==> config.mk <==
export PLATFORM = sky130hd
export DESIGN_NAME = layer_mem_arbiter
export DESIGN_NICKNAME = d
export VERILOG_FILES = /design/src/rtl/layer_mem_arbiter.sv
export SDC_FILE = /design/constraint.sdc
export NUM_CORES = 1
export LEC_CHECK = 0
export ABC_AREA = 1
export BUFFER_PORTS_ARGS = -buffer_cell sky130_fd_sc_hd__buf_4
export CAP_MARGIN = 0
export CORE_ASPECT_RATIO = 1.1
export CORE_MARGIN = 3
export CORE_UTILIZATION = 45
export CTS_CLUSTER_SIZE = 8
export DETAILED_ROUTE_END_ITERATION = 10
export PLACE_DENSITY_LB_ADDON = 0.3
export SYNTH_ARGS = -nofsm -noshare
export SYNTH_HDL_FRONTEND = slang
export SYNTH_SLANG_ARGS = --single-unit
==> constraint.sdc <==
create_clock -name clk -period 5.2 [get_ports clk]
set_input_delay 0.52 -clock clk [delete_from_list [all_inputs] [get_ports clk]]
set_output_delay 0.52 -clock clk [all_outputs]
set_load 0.02 [all_outputs]
==> src/rtl/layer_mem_arbiter.sv <==
// Layer-memory port arbiter: grants one of NREQ engines per cycle, drives the registered
// csel/cwr/crd bus and steers read data back. Define ARB_FIXED_PRIO_EN for fixed priority.
module layer_mem_arbiter #(
    parameter int NREQ   = 3,
    parameter int RD_LAT = 1
) (
    input  logic              clk,
    input  logic              reset,
    input  logic [NREQ-1:0]    req,
    input  logic [NREQ-1:0]    we,
    input  logic [NREQ-1:0]    lock,
    input  logic [3*NREQ-1:0]  sel,
    input  logic [12*NREQ-1:0] addr,
    input  logic [20*NREQ-1:0] wdata,
    output logic [NREQ-1:0]    gnt,
    output logic [NREQ-1:0]    rvalid,
    output logic [19:0]        rdata,
    output logic               busy,
    output logic               err,
    output logic               cwr,
    output logic [11:0]        caddr_wr,
    output logic [19:0]        cdata_wr,
    output logic               crd,
    output logic [11:0]        caddr_rd,
    input  logic [19:0]        cdata_rd,
    output logic [2:0]         csel
);
    localparam int IW = (NREQ > 1) ? $clog2(NREQ) : 1;

    // Handshake: a requester holds req/we/sel/addr/wdata stable until it sees gnt high at a
    // rising edge; the transfer completes at that edge, and a still-high req is a new request.

    logic          lock_vld;
    logic [IW-1:0] lock_id;
    logic          win_vld;
    logic [IW-1:0] win_id;
    logic [IW-1:0] cand;
    logic [2:0]    win_sel;
    logic          win_we;
    logic [11:0]   win_addr;
    logic [19:0]   win_wdata;
    logic          pv  [0:RD_LAT];
    logic [IW-1:0] pid [0:RD_LAT];
    logic          pipe_any;

`ifndef ARB_FIXED_PRIO_EN
    logic [IW-1:0] rr_ptr;
`endif

    always_comb begin
        win_vld = 1'b0;
        win_id  = '0;
        cand    = '0;
        if (lock_vld && req[lock_id]) begin
            win_vld = 1'b1;
            win_id  = lock_id;
        end else begin
            for (int i = 0; i < NREQ; i++) begin
`ifdef ARB_FIXED_PRIO_EN
                cand = IW'(i);
`else
                cand = IW'((int'(rr_ptr) + i) % NREQ);
`endif
                if (!win_vld && req[cand]) begin
                    win_vld = 1'b1;
                    win_id  = cand;
                end
            end
        end
    end

    always_comb begin
        gnt = '0;
        if (win_vld) gnt[win_id] = 1'b1;
        win_sel   = sel[int'(win_id)*3 +: 3];
        win_we    = we[win_id];
        win_addr  = addr[int'(win_id)*12 +: 12];
        win_wdata = wdata[int'(win_id)*20 +: 20];
    end

    always_comb begin
        pipe_any = 1'b0;
        for (int k = 0; k <= RD_LAT; k++) pipe_any = pipe_any | pv[k];
        rvalid = '0;
        if (pv[RD_LAT]) rvalid[pid[RD_LAT]] = 1'b1;
    end

    assign rdata = cdata_rd;
    assign busy  = (|req) | pipe_any;

    always_ff @(posedge clk or posedge reset) begin
        if (reset) begin
            lock_vld <= 1'b0;
            lock_id  <= '0;
`ifndef ARB_FIXED_PRIO_EN
            rr_ptr   <= '0;
`endif
        end else if (win_vld) begin
            lock_vld <= lock[win_id];
            lock_id  <= win_id;
`ifndef ARB_FIXED_PRIO_EN
            rr_ptr   <= (win_id == IW'(NREQ-1)) ? '0 : win_id + 1'b1;
`endif
        end else begin
            lock_vld <= 1'b0;
        end
    end

    // A grant with sel == 0 completes but leaves the bus idle and flags err.
    always_ff @(posedge clk or posedge reset) begin
        if (reset) begin
            cwr      <= 1'b0;
            crd      <= 1'b0;
            csel     <= '0;
            caddr_wr <= '0;
            caddr_rd <= '0;
            cdata_wr <= '0;
            err      <= 1'b0;
        end else begin
            cwr  <= 1'b0;
            crd  <= 1'b0;
            csel <= '0;
            if (win_vld) begin
                if (win_sel == 3'd0) begin
                    err <= 1'b1;
                end else if (win_we) begin
                    cwr      <= 1'b1;
                    csel     <= win_sel;
                    caddr_wr <= win_addr;
                    cdata_wr <= win_wdata;
                end else begin
                    crd      <= 1'b1;
                    csel     <= win_sel;
                    caddr_rd <= win_addr;
                end
            end
        end
    end

    // Stage 0 lines up with the crd-high cycle; stage RD_LAT is the data-valid cycle.
    always_ff @(posedge clk or posedge reset) begin
        if (reset) begin
            for (int k = 0; k <= RD_LAT; k++) begin
                pv[k]  <= 1'b0;
                pid[k] <= '0;
            end
        end else begin
            pv[0]  <= win_vld && !win_we && (win_sel != 3'd0);
            pid[0] <= win_id;
            for (int k = 1; k <= RD_LAT; k++) begin
                pv[k]  <= pv[k-1];
                pid[k] <= pid[k-1];
            end
        end
    end
endmodule
[After elaboration in Yosys (flattened, before gate mapping)]
Index checks and enable logic that the tools add are counted.
Storage, ports and cells
  word-level logic and storage cells: 93
  bits in registers: 61
  input bits: 136
  output and inout port bits: 77
Cells by class
  reductions and logical operators: 16
  shift-type cells: 3
  multipliers: 3
  equality and inequality tests: 1
  magnitude comparators: 8
  divide/modulo/power cells: 3
  bitwise gates (word level): 4
  add/sub/neg operators: 3
  mux-type cells: 38
Operators by type and width (number)
  modulo 32 x 3 -> 32 bit, second input constant: 2
  variable part select 60 x 8 -> 20 bit: 1
  variable part select 36 x 7 -> 12 bit: 1
  modulo 3 x 3 -> 32 bit, second input constant: 1
  2-to-1 mux 1 bit: 21
  less-than comparator 2 x 3 -> 1 bit, second input constant: 6
  binary-select mux 1 bit (select 2 bit): 6
  2-to-1 mux 3 bit: 4
  2-to-1 mux 2 bit: 5
  variable part select 9 x 5 -> 3 bit: 1
  multiplier 2 x 2 -> 4 bit, second input constant: 2
  logical AND 1 bit: 7
  AND reduction 3 bit: 2
  multiplier 2 x 3 -> 5 bit, second input constant: 1
  demux 1 bit (select 2 bit): 2
  >= comparator 2 x 1 -> 1 bit, second input constant: 2
  adder 2 x 1 -> 3 bit, second input constant: 1
  adder 2 x 2 -> 3 bit, second input constant: 1
  logical NOT 1 bit: 3
  logical NOT 3 bit: 1
  nonzero test 3 bit: 1
  OR reduction 3 bit: 1
  adder 2 x 1 -> 2 bit, second input constant: 1
  == test 2 bit, second input constant: 1
  3 further kinds: 5

[Depth between registers and ports, before layout]
Gate-level depths: netlist (run 1).
  depth in word-level cells: 18
  mapped depth: 21
  gate-level depth less buffers: 19

[Worst setup path after synthesis (run 1)]
No wires, ideal clock.
  kind: register -> output
  start point: reg rr_ptr[0]
  end point: out gnt[2]
  path buffers: 2
  stages on the path, launching flop included: 16
  arrival: 2029 ps
  setup slack: 2651 ps
  data required time: 4680 ps
  cell sequence: dfrtp_1 > inv_1 > ha_1 > inv_2 > nand2_1 > nand3_1 > nand2_1 > nand2_1 > nand2_1 > nand2_1 > nand3_4 > nand2_4 > buf_2 > buf_2 > nand2_1 > inv_1
On the way
  word-level cells in the longest chain between the ends: 18
  elaborated cells on any way between the ends: 31
  classes of those cells: add/sub (2); div (3); order compare (2); mux (19); reduce/logical (5)
Ends and longest elaborated chain
  start: declaration: line 47  | logic [IW-1:0] rr_ptr;
  start signal: assignment: line 102  | rr_ptr <= (win_id == IW'(NREQ-1)) ? '0 : win_id + 1'b1;
  branches (longest 17 deep; another with modulo 32 x 3 -> 32 bit)
  2-to-1 mux 3 bit *: line 74  | if (win_vld) gnt[win_id] = 1'b1;
  end: declaration: line 15  | output logic [NREQ-1:0] gnt,
Mark *: on every way between the ends. The select of a mux whose other input is x is not followed.

[Worst setup path in the final report (run 1)]
  start point: reg rr_ptr[0]
  end point: out gnt[1]
Same word-level chain as after synthesis.

==> results of run 1 <==
[metrics by stage]
step / instances / setup WS, ns
finish: 748 / 1.50
CTS: 748 / 1.55
global route: 748 / 1.23
detailed placement: 732 / 1.60
global placement: 732 / 1.69
floorplan: 498 / 2.65
[area by class of cell]
class | count | area (um2)
Fill cell | 722 | 2680
Clock buffer | 12 | 155
Tap cell | 105 | 131
Clock inverter | 4 | 70.1
Sequential cell | 61 | 1530
Multi-Input combinational cell | 362 | 1690
Inverter | 28 | 105
Timing Repair Buffer | 176 | 1320
[worst min path at each step]
stage | endpoint | start | cells past startpoint
after global routing | pid[1]$_DFF_PP0_ | pid[3]$_DFF_PP0_ | 0
after global placement | pid[1]$_DFF_PP0_ | pid[3]$_DFF_PP0_ | 0
final | pid[1]$_DFF_PP0_ | pid[3]$_DFF_PP0_ | 0
after CTS | pid[1]$_DFF_PP0_ | pid[3]$_DFF_PP0_ | 0
after floorplan | pid[0]$_DFF_PP0_ | pid[2]$_DFF_PP0_ | 0
after detailed placement | pid[1]$_DFF_PP0_ | pid[3]$_DFF_PP0_ | 0
[logic make-up (layout without fill, tap and decap cells)]
kind of cell,count (synthesis),in the layout,share of synthesized area (%)
and+or+nand+nor,349,349,42.9
buffers and inverters,75,220,12.2
DFF,61,61,41.7
AOI/OAI and AO/OA,9,9,1.85
adders and majority gates,4,4,1.37
[registers in the layout, summed over array words and instances, names as in the netlist, 2 cells and up]
name      flops
rr_ptr        2
cdata_wr     20
lock_id       2
csel          3
caddr_wr     12
caddr_rd     12
pid           4
pv            2
[placed cells by master (no fill, tap or decap)]
cell / count
a21boi_0: 1
a21oi_4: 1
a31oi_1: 1
buf_4: 176
bufinv_16: 2
clkbuf_1: 1
clkbuf_8: 11
clkinv_2: 2
dfrtp_1: 61
ha_1: 4
inv_1: 20
inv_2: 8
nand2_1: 201
nand2_2: 4
nand2_4: 4
nand3_1: 121
nand3_2: 2
nand3_4: 1
nand3b_1: 3
nand4_1: 2
nor2_1: 4
nor2_4: 2
nor3_1: 3
nor3_2: 1
nor3b_1: 1
o21ai_0: 3
o21ai_2: 1
o21bai_1: 1
o22ai_1: 1
[worst reg2reg max path, delay by kind of cell (launching register included)]
kind / cells / cell delay [ns]
AND/OR/NAND/NOR: 12 / 1.66
buffers and inverters: 4 / 1.21
flip-flops: 1 / 0.40
adder cells (fa/ha/maj): 1 / 0.29
[layer usage]
layer	part of all wire [%]	track usage, %	wire length, um	up-vias
met2	51	45.2	6010	135
met3	6.4	5.60	754	38
li1	-	-	-	1868
met4	3.1	10.3	365	0
met1	40	29.6	4670	1816
met5	0	0	0	-
==> run metrics, run 1 <==
fin crit share=71.1%; nets@finish=approximately 780; critical path startpoint category=flop; CTS max path bufs=2; Clock Skews=between 0.01 and 0.015 ns; WL final=around 12,000 um; Finished Core Util=between 60% and 70%; crit-path cells=inv_1 -> ha_1 -> inv_2 -> nand2_1 -> nand3_1 -> nand2_1 -> a31oi_1 -> nand3_1 -> nand2_2 -> inv_2 -> nor2_4 -> buf_4; GR Overflow Total=0; total track usage=between 20% and 30%; final instance area=~0.005 mm2; FP Rows=33; number of diodes=0; R2R Path End=caddr_rd[6]$_DFFE_PP0P_; Max FO, Critical Path=40; area delta synth->final=36.5%; highest-delay cell along the critical path=nor2_4; final setup fails=0; fmax=~270 MHz; Yosys warning total=0; Rel. slew slack=between 40 and 50%; Critical Path RT=between 4 and 5 ns; CTS tree=done; top-count cell post-synth=nand2_1; hold buffer count at cts=0; post-DR wirelength/cell=15.8 um; final slew viol count=0; drt pass-1 iters=4; initial DRC count=203; Post-synth top flop=dfrtp_1; Clock Sinks=slightly above 60; core region area=around 0.0077 mm2; Worst Hold Class=reg2reg; root buffer cell=clkbuf_8; CP delay by family, top=simple AND/OR/NAND/NOR gates; WP data arrival=between 3 and 4 ns; Avg Inst Size Synth=between 7 and 8 um2; Hold Slack=between 0.3 and 0.4 ns; Yosys cell types=29; number of setup buffers added after CTS=0; Num CTS Buffers=9; register area share after synthesis=41.7%; initial antenna violation count=0; port bufs=around 170; first-pass GRT wire length=approximately 19,000 um; outcome=completed; max_cap viols=0; die height=roughly 100 um; share of layout cells above drive strength 1=between 30% and 40%; ANT nets after route=0; Post-Synthesis Cells=roughly 500; Placer Congestion=just over 0.9; largest net degree at the start of global routing=slightly above 60; DRC=0; Setup crit end=gnt[1]; slew at the pin with the worst max-slew slack=a little over 0.8 ns; Placed Area=0.00477 mm2; via density per instance=approximately 5.2; Die Width=92.0 um; RSZ-0062 raised after global routing=no; Initial Utilization=a little under half; Crit path buffers/inverters=4; Final Hold Fails=0; worst skew pair latency=0.34 ns; WP depth=12; vias=between 3,000 and 4,000; Total Die Area=roughly 0.0093 mm2; Mapped Nets=638; r2r worst-path depth=17; Worst R2R Start=rr_ptr[1]$_DFFE_PP0P_; CTS H-tree depth=3; Setup crit end kind=output pin; Setup CP Type=reg2out; Setup TNS=0 ns; Clk pin slew, worst setup/hold paths=roughly 0.07 ns; post-cts sizing count=0; FFs w/ async S/R, synth=100%; Top-Level Pins=roughly 210; Post-synth EDFFs=0; synthesis-stage register bit count=61; Synth area leader=dfrtp_1; detailed placement HPWL=around 8600 um; Synth area leaders=dfrtp_1, nand2_1, nand3_1; r2r setup slk=1.56 ns; CP Launch Point=rr_ptr[0]$_DFFE_PP0P_; min cycle time layout=about 3.7 ns; vias in the first global route=3,858; synthesized area=0.00366 mm2; CP max stage delay=roughly 0.64 ns; Post-synth top cells=nand2_1, nand3_1, dfrtp_1, buf_4, inv_1; Synth top area share=a little over two fifths
Power of run 1 is not shown: default switching activity piles up to over one toggle a cycle in this logic, so the estimate is an artifact.
==> run 2: changes to the inputs <==
--- a/config.mk
+++ b/config.mk
@@ -5,12 +5,12 @@
 export SDC_FILE = /design/constraint.sdc
 export NUM_CORES = 1
 export LEC_CHECK = 0
-export ABC_AREA = 1
+export ABC_AREA = 0
 export BUFFER_PORTS_ARGS = -buffer_cell sky130_fd_sc_hd__buf_4
 export CAP_MARGIN = 0
 export CORE_ASPECT_RATIO = 1.1
 export CORE_MARGIN = 3
-export CORE_UTILIZATION = 45
+export CORE_UTILIZATION = 39
 export CTS_CLUSTER_SIZE = 8
 export DETAILED_ROUTE_END_ITERATION = 10
 export PLACE_DENSITY_LB_ADDON = 0.3
==> constraint.sdc (replaced) <==
create_clock -name clk -period 3 [get_ports clk]
set_input_delay 0.3 -clock clk [delete_from_list [all_inputs] [get_ports clk]]
set_output_delay 0.3 -clock clk [all_outputs]
set_load 0.02 [all_outputs]
==> run metrics, run 2 <==
outcome=complete, but fails checks; failing checks=setup timing; Placed Area=0.00497 mm2; dpl cells=approximately 600; root buffer cell=clkbuf_8; Post-synth top cells=dfrtp_1, mux2_2, nand2_1, mux2i_1, o21ai_0; Clock Skews=0.00671 ns; max FFs per register=20; largest registers=cdata_wr x20, caddr_rd x12, caddr_wr x12; Clk pin slew, worst setup/hold paths=around 0.080 ns; Yosys warning total=0; R2R Path End=cdata_wr[3]$_DFFE_PP0P_; worst skew pair latency=roughly 0.33 ns; min cycle time layout=~3.3 ns; WP data arrival=3.48 ns; Rel. slew slack=approximately 60%; nets@finish=approximately 650; Mapped Nets=roughly 470; Finished Layout Cells=about 630; top-count cell post-synth=dfrtp_1; drt pass-1 iters=4; Post-Synthesis Cells=between 300 and 400; ANT nets after route=0; Initial Utilization=40.7%; r2r worst-path depth=15; Hold Path Depth=3; Reg with most FFs=cdata_wr; Worst Hold Class=in2reg; FP Rows=35; final instance area=roughly 0.0055 mm2; Post-synth EDFFs=0; Avg Inst Size Synth=about 11 um2; fmax=between 300 and 400 MHz; largest net degree at the start of global routing=a little under 50; critical path startpoint category=flop; final setup fails=between 40 and 50; post-DR wirelength/cell=roughly 17 um; FFs w/ async S/R, synth=between 90% and 100%; Max FO, Critical Path=8; number of diodes=0; vias=approximately 3,200; WL final=between 10,000 and 15,000 um; pwr/cell area=approximately 1400 mW/mm2; Yosys cell types=37; Die Width=95.8 um; Critical Path RT=between 3 and 4 ns; Total Die Area=approximately 0.01 mm2; r2r setup slk=-0.26 ns; CTS max path bufs=2; RSZ-0062 raised after global routing=yes; Synth top area share=44.1%; Setup CP Type=reg2reg; fillcell total=just over 700; initial antenna violation count=0; vias in the first global route=3,269; commonest non-fill, non-tap cells in the layout=buf_4, dfrtp_1, nand2_1; slew at the pin with the worst max-slew slack=about 0.61 ns; Worst R2R Start=rr_ptr[1]$_DFFE_PP0P_; die height=around 100 um; fin crit share=109%; P_leak=2.65 nW; most common cell after layout, fill and taps aside=buf_4; Synth area leader=dfrtp_1; Clock Sinks=between 60 and 70; CTS H-tree depth=3; DRC=0; max_cap viols=0; Hold Crit Endpoint=lock_vld$_DFF_PP0_; initial DRC count=a little over 60; Post-synth top flop=dfrtp_1; Setup crit end kind=flop; Top-Level Pins=between 200 and 250; core region area=0.00850 mm2; total power=between 7 and 8 mW; final slew viol count=0; area delta synth->final=59.5%; worst vdd ir=between 0.5 and 0.6 mV; Final WS setup=-0.260 ns; CTS tree=done; synthesis-stage register bit count=61; port bufs=~170; share of layout cells above drive strength 1=roughly three fifths; via density per instance=approximately 5.1; synthesized area=0.00346 mm2; Synth area leaders=dfrtp_1, mux2_2, mux2i_1; Final Hold Fails=0; total track usage=roughly a fifth; register area share after synthesis=approximately 44%; min-delay src=lock[2]; GR Overflow Total=0; Num CTS Buffers=9; Placer Congestion=about 0.78; first-pass GRT wire length=between 15,000 and 20,000 um; detailed placement HPWL=approximately 8000 um
[run 2: cell types whose count changed after synthesis, moves of 14 or more]
cell,before,now
o21ai_0,3,34
nand2_1,201,41
inv_1,21,7
mux2_2,0,46
mux2i_1,0,38
nand3_1,121,1
[run 2: area by class of cell]
class | count | area (um2) | area share (%)
Tap cell | 111 | 139 | 2.52
Multi-Input combinational cell | 220 | 1910 | 34.7
Clock buffer | 11 | 141 | 2.56
Clock inverter | 5 | 58.8 | 1.07
Inverter | 7 | 26.3 | 0.476
Sequential cell | 61 | 1530 | 27.7
Timing Repair Buffer | 210 | 1710 | 31.0
[run 2: worst max path at each step]
stage | end | slack (ns) | startpoint | cells past startpoint
final | cdata_wr[3]$_DFFE_PP0P_ | -0.26 | rr_ptr[1]$_DFFE_PP0P_ | 15
after global routing | cdata_wr[9]$_DFFE_PP0P_ | -0.37 | rr_ptr[1]$_DFFE_PP0P_ | 15
after CTS | cdata_wr[10]$_DFFE_PP0P_ | -0.25 | rr_ptr[1]$_DFFE_PP0P_ | 15
after detailed placement | caddr_rd[8]$_DFFE_PP0P_ | -0.24 | rr_ptr[0]$_DFFE_PP0P_ | 13
after global placement | caddr_rd[9]$_DFFE_PP0P_ | -0.10 | rr_ptr[0]$_DFFE_PP0P_ | 13
after floorplan | caddr_rd[0]$_DFFE_PP0P_ | -0.03 | rr_ptr[1]$_DFFE_PP0P_ | 12
[run 2: report_power, final]
| part | switching [mW] | internal [mW] |
|---|---|---|
| Sequential | 0.239 | 1.27 |
| Combinational | 2.54 | 2.96 |
| Clock | 0.332 | 0.408 |
[run 2: logic make-up (layout without fill, tap and decap cells)]
logic type                 Yosys count  count (layout)  synth area share, %
adders and majority gates            4               4                 1.45
and+or+nand+nor                     74              74                 10.3
muxes                               86              86                 26.6
DFF                                 61              61                 44.1
buffers and inverters               45             233                 7.67
AOI/OAI and AO/OA                   56              56                 9.87
[run 2: routing by layer]
metal | wire (um) | GRT usage, %
met1 | 3960 | 23.2
met2 | 5480 | 35.9
met3 | 816 | 6.26
met4 | 272 | 8.23
met5 | 0 | 0
[run 2: per-stage QoR]
| step | utilization, % | setup TNS [ns] | hold WS [ns] | worst slack, ns |
|---|---|---|---|---|
| 4_1_cts | 63.8 | -8.94 | 0.161 | -0.252 |
| 3_3_place_gp | 58.5 | -3.06 | 0.266 | -0.102 |
| 3_5_place_dp | 58.5 | -9.14 | 0.265 | -0.243 |
| 6_report | 64.9 | -8.95 | 0.177 | -0.260 |
| 5_1_grt | 64.9 | -14.18 | 0.181 | -0.371 |
| 2_1_floorplan | - | -0.269 | 0.331 | -0.0336 |
[run 2: timing repair]
item / 4_1_cts / 5_1_grt
setup buffers: 11 / 5
setup endpoints to repair: 47 / 50
hold buffers: 1 / 0
gates cloned: 2 / 1
pin swaps: 11 / 11
resized for setup: 28 / 25
hold endpoints to repair: 13 / 0
[run 2: critical path, stage by stage, from the launching register on]
cell       delay [ns]
dfrtp_1          0.40
inv_2            0.10
ha_4             0.14
mux2_4           0.31
mux2i_4          0.23
o2111ai_4        0.16
a211oi_4         0.32
buf_12           0.17
mux2i_2          0.23
o2bb2ai_2        0.08
nor3_2           0.19
buf_4            0.15
nor3_4           0.04
buf_6            0.14
clkbuf_16        0.16
mux2_4           0.29
Power figures use the tool's default switching activity.
==> run 3: changes to the inputs <==
==> constraint.sdc (replaced) <==
create_clock -name clk -period 3 [get_ports clk]
set_input_delay 0.6 -clock clk [delete_from_list [all_inputs] [get_ports clk]]
set_output_delay 0.6 -clock clk [all_outputs]
set_load 0.02 [all_outputs]
==> run metrics, run 3 (synthesis gave the netlist of run 2 again) <==
Max FO, Critical Path=7; Final WS setup=-0.231 ns; final setup fails=47; worst vdd ir=roughly 0.66 mV; commonest non-fill, non-tap cells in the layout=buf_4, dfrtp_1, nand2_1; Num CTS Buffers=9; Crit path buffers/inverters=6; gr busiest metal=met2; nets@finish=~660; critical path startpoint category=flop; CTS tree=done; post-DR wirelength/cell=17.2 um; most common cell after layout, fill and taps aside=buf_4; RSZ-0062 raised after global routing=yes; CTS max path bufs=2; highest-delay cell along the critical path=dfrtp_1; pre-CTS setup slack=-0.289 ns; fillcell total=between 600 and 700; pwr/cell area=around 1400 mW/mm2; FP Rows=35; vias=3,197; CTS H-tree depth=3; R2R Path End=cdata_wr[9]$_DFFE_PP0P_; Worst Hold Class=in2async; fin crit share=108%; die height=around 100 um; Clk pin slew, worst setup/hold paths=about 0.07 ns; WL final=11,000 um; Reg with most FFs=cdata_wr; CP max stage delay=0.40 ns; Worst R2R Start=rr_ptr[1]$_DFFE_PP0P_; r2r setup slk=-0.23 ns; initial DRC count=87; drt pass-1 iters=4; CP delay by family, top=buffers and inverters; Final Hold Fails=0; port bufs=around 170; WP data arrival=roughly 3.4 ns; max_cap viols=0; Placer Congestion=between 0.8 and 0.9; Finished Core Util=between 60% and 70%; Setup crit end kind=flop; vias in the first global route=around 3,400; detailed placement HPWL=~7700 um; GR Util met3=between 5 and 6%; Top-Level Pins=~210; CP dominant cell by count=buf_4; met1 usage=a little under a quarter; met2 global-route usage=between 30% and 40%; min cycle time layout=roughly 3.2 ns; outcome=complete, but fails checks; failing checks=setup timing; Initial Utilization=slightly above 40%; Rel. slew slack=76.8%; total track usage=21.2%; r2r worst-path depth=14; initial antenna violation count=0; slew at the pin with the worst max-slew slack=~0.35 ns; DRC=0; first-pass GRT wire length=around 17,000 um; ANT nets after route=0; crit-path cells=buf_4 -> ha_4 -> buf_4 -> nor3_2 -> o21ai_1 -> a211o_1 -> a21oi_4 -> buf_6 -> buf_4 -> a21oi_2 -> nor3_4 -> buf_6 -> buf_16 -> mux2_2; Total Die Area=about 0.010 mm2; worst skew pair latency=approximately 0.33 ns; Clock Sinks=61; GR Overflow Total=0; number of diodes=0; core region area=around 0.0085 mm2; Clock Skews=0.00828 ns; root buffer cell=clkbuf_8; largest registers=cdata_wr x20, caddr_rd x12, caddr_wr x12; Setup CP Type=reg2reg; P_leak=around 2.8 nW; final slew viol count=0; Hold Slack=around 0.22 ns; max FFs per register=20; area delta synth->final=67.0%; Setup TNS=-8.24 ns; Critical Path RT=between 3 and 4 ns; largest net degree at the start of global routing=27; share of layout cells above drive strength 1=60.0%; via density per instance=5.00; fmax=310 MHz; Die Width=~96 um
-- run 3: cell types whose count changed in the layout (fill, tap and decap cells not counted), moves of 2 or more --
cell        change
mux2_2          -5
a221oi_4        +2
clkinvlp_4      -2
buf_4           +6
buf_6           +7
mux2_4          +4
a221oi_2        -2
inv_2           -2
-- run 3: how the worst max path moves through the flow --
stage                                startpoint                 endpoint  slack (ns)  cells past startpoint
after floorplan           rr_ptr[0]$_DFFE_PP0P_  caddr_rd[0]$_DFFE_PP0P_       -0.06                     13
after global placement                   req[0]  caddr_rd[9]$_DFFE_PP0P_       -0.20                     12
after detailed placement                 req[0]  caddr_rd[7]$_DFFE_PP0P_       -0.29                     12
after CTS                 rr_ptr[0]$_DFFE_PP0P_  caddr_wr[9]$_DFFE_PP0P_       -0.13                     15
after global routing      rr_ptr[1]$_DFFE_PP0P_  cdata_wr[9]$_DFFE_PP0P_       -0.34                     14
final                     rr_ptr[1]$_DFFE_PP0P_  cdata_wr[9]$_DFFE_PP0P_       -0.23                     14
-- run 3: final cells by class --
type / count / area (um2) / share of cell area (%)
well taps: 111 / 139 / 2.40
clock inverters: 3 / 43.8 / 0.758
clock buffers: 13 / 159 / 2.75
repair buffers: 224 / 1880 / 32.6
multi-input cells: 220 / 2000 / 34.5
flip-flops and latches: 61 / 1530 / 26.4
inverters: 7 / 28.8 / 0.498
-- run 3: metrics by stage --
step | power [mW] | instances | area, um2
after floorplan | 4.62 | 326 | 3590
after global placement | 6.02 | 601 | 5010
after detailed placement | 6.14 | 601 | 5010
after CTS | 7.85 | 633 | 5590
after global routing | 8.71 | 639 | 5780
final | 8.24 | 639 | 5780
-- run 3: worst register-to-register path, stage by stage (launching register included) --
cell and delay (ns):
dfrtp_1 0.40, buf_4 0.15, ha_4 0.27, buf_4 0.16, nor3_2 0.27, o21ai_1 0.12
a211o_1 0.39, a21oi_4 0.20, buf_6 0.14, buf_4 0.11, a21oi_2 0.07, nor3_4 0.19
buf_6 0.18, buf_16 0.14, mux2_2 0.33
-- run 3: what timing repair did --
action,CTS,global route
gates resized for setup,52,27
buffers inserted,14,7
pin swaps,11,10
setup endpoints to repair,47,50
hold buffers,0,0
cloned,3,1
-- run 3: report_power, final --
part           internal (mW)  switching, mW  total (mW)
registers               1.27          0.248        1.52
clock network          0.430          0.312       0.742
logic                   3.31           2.67        5.98
total                   5.01           3.23        8.24
-- run 3: per-layer routing --
layer / wire, um / part of all wire [%]
met5: 0 / 0
met4: 160 / 1.5
met3: 757 / 6.9
met2: 6000 / 55
met1: 4050 / 37
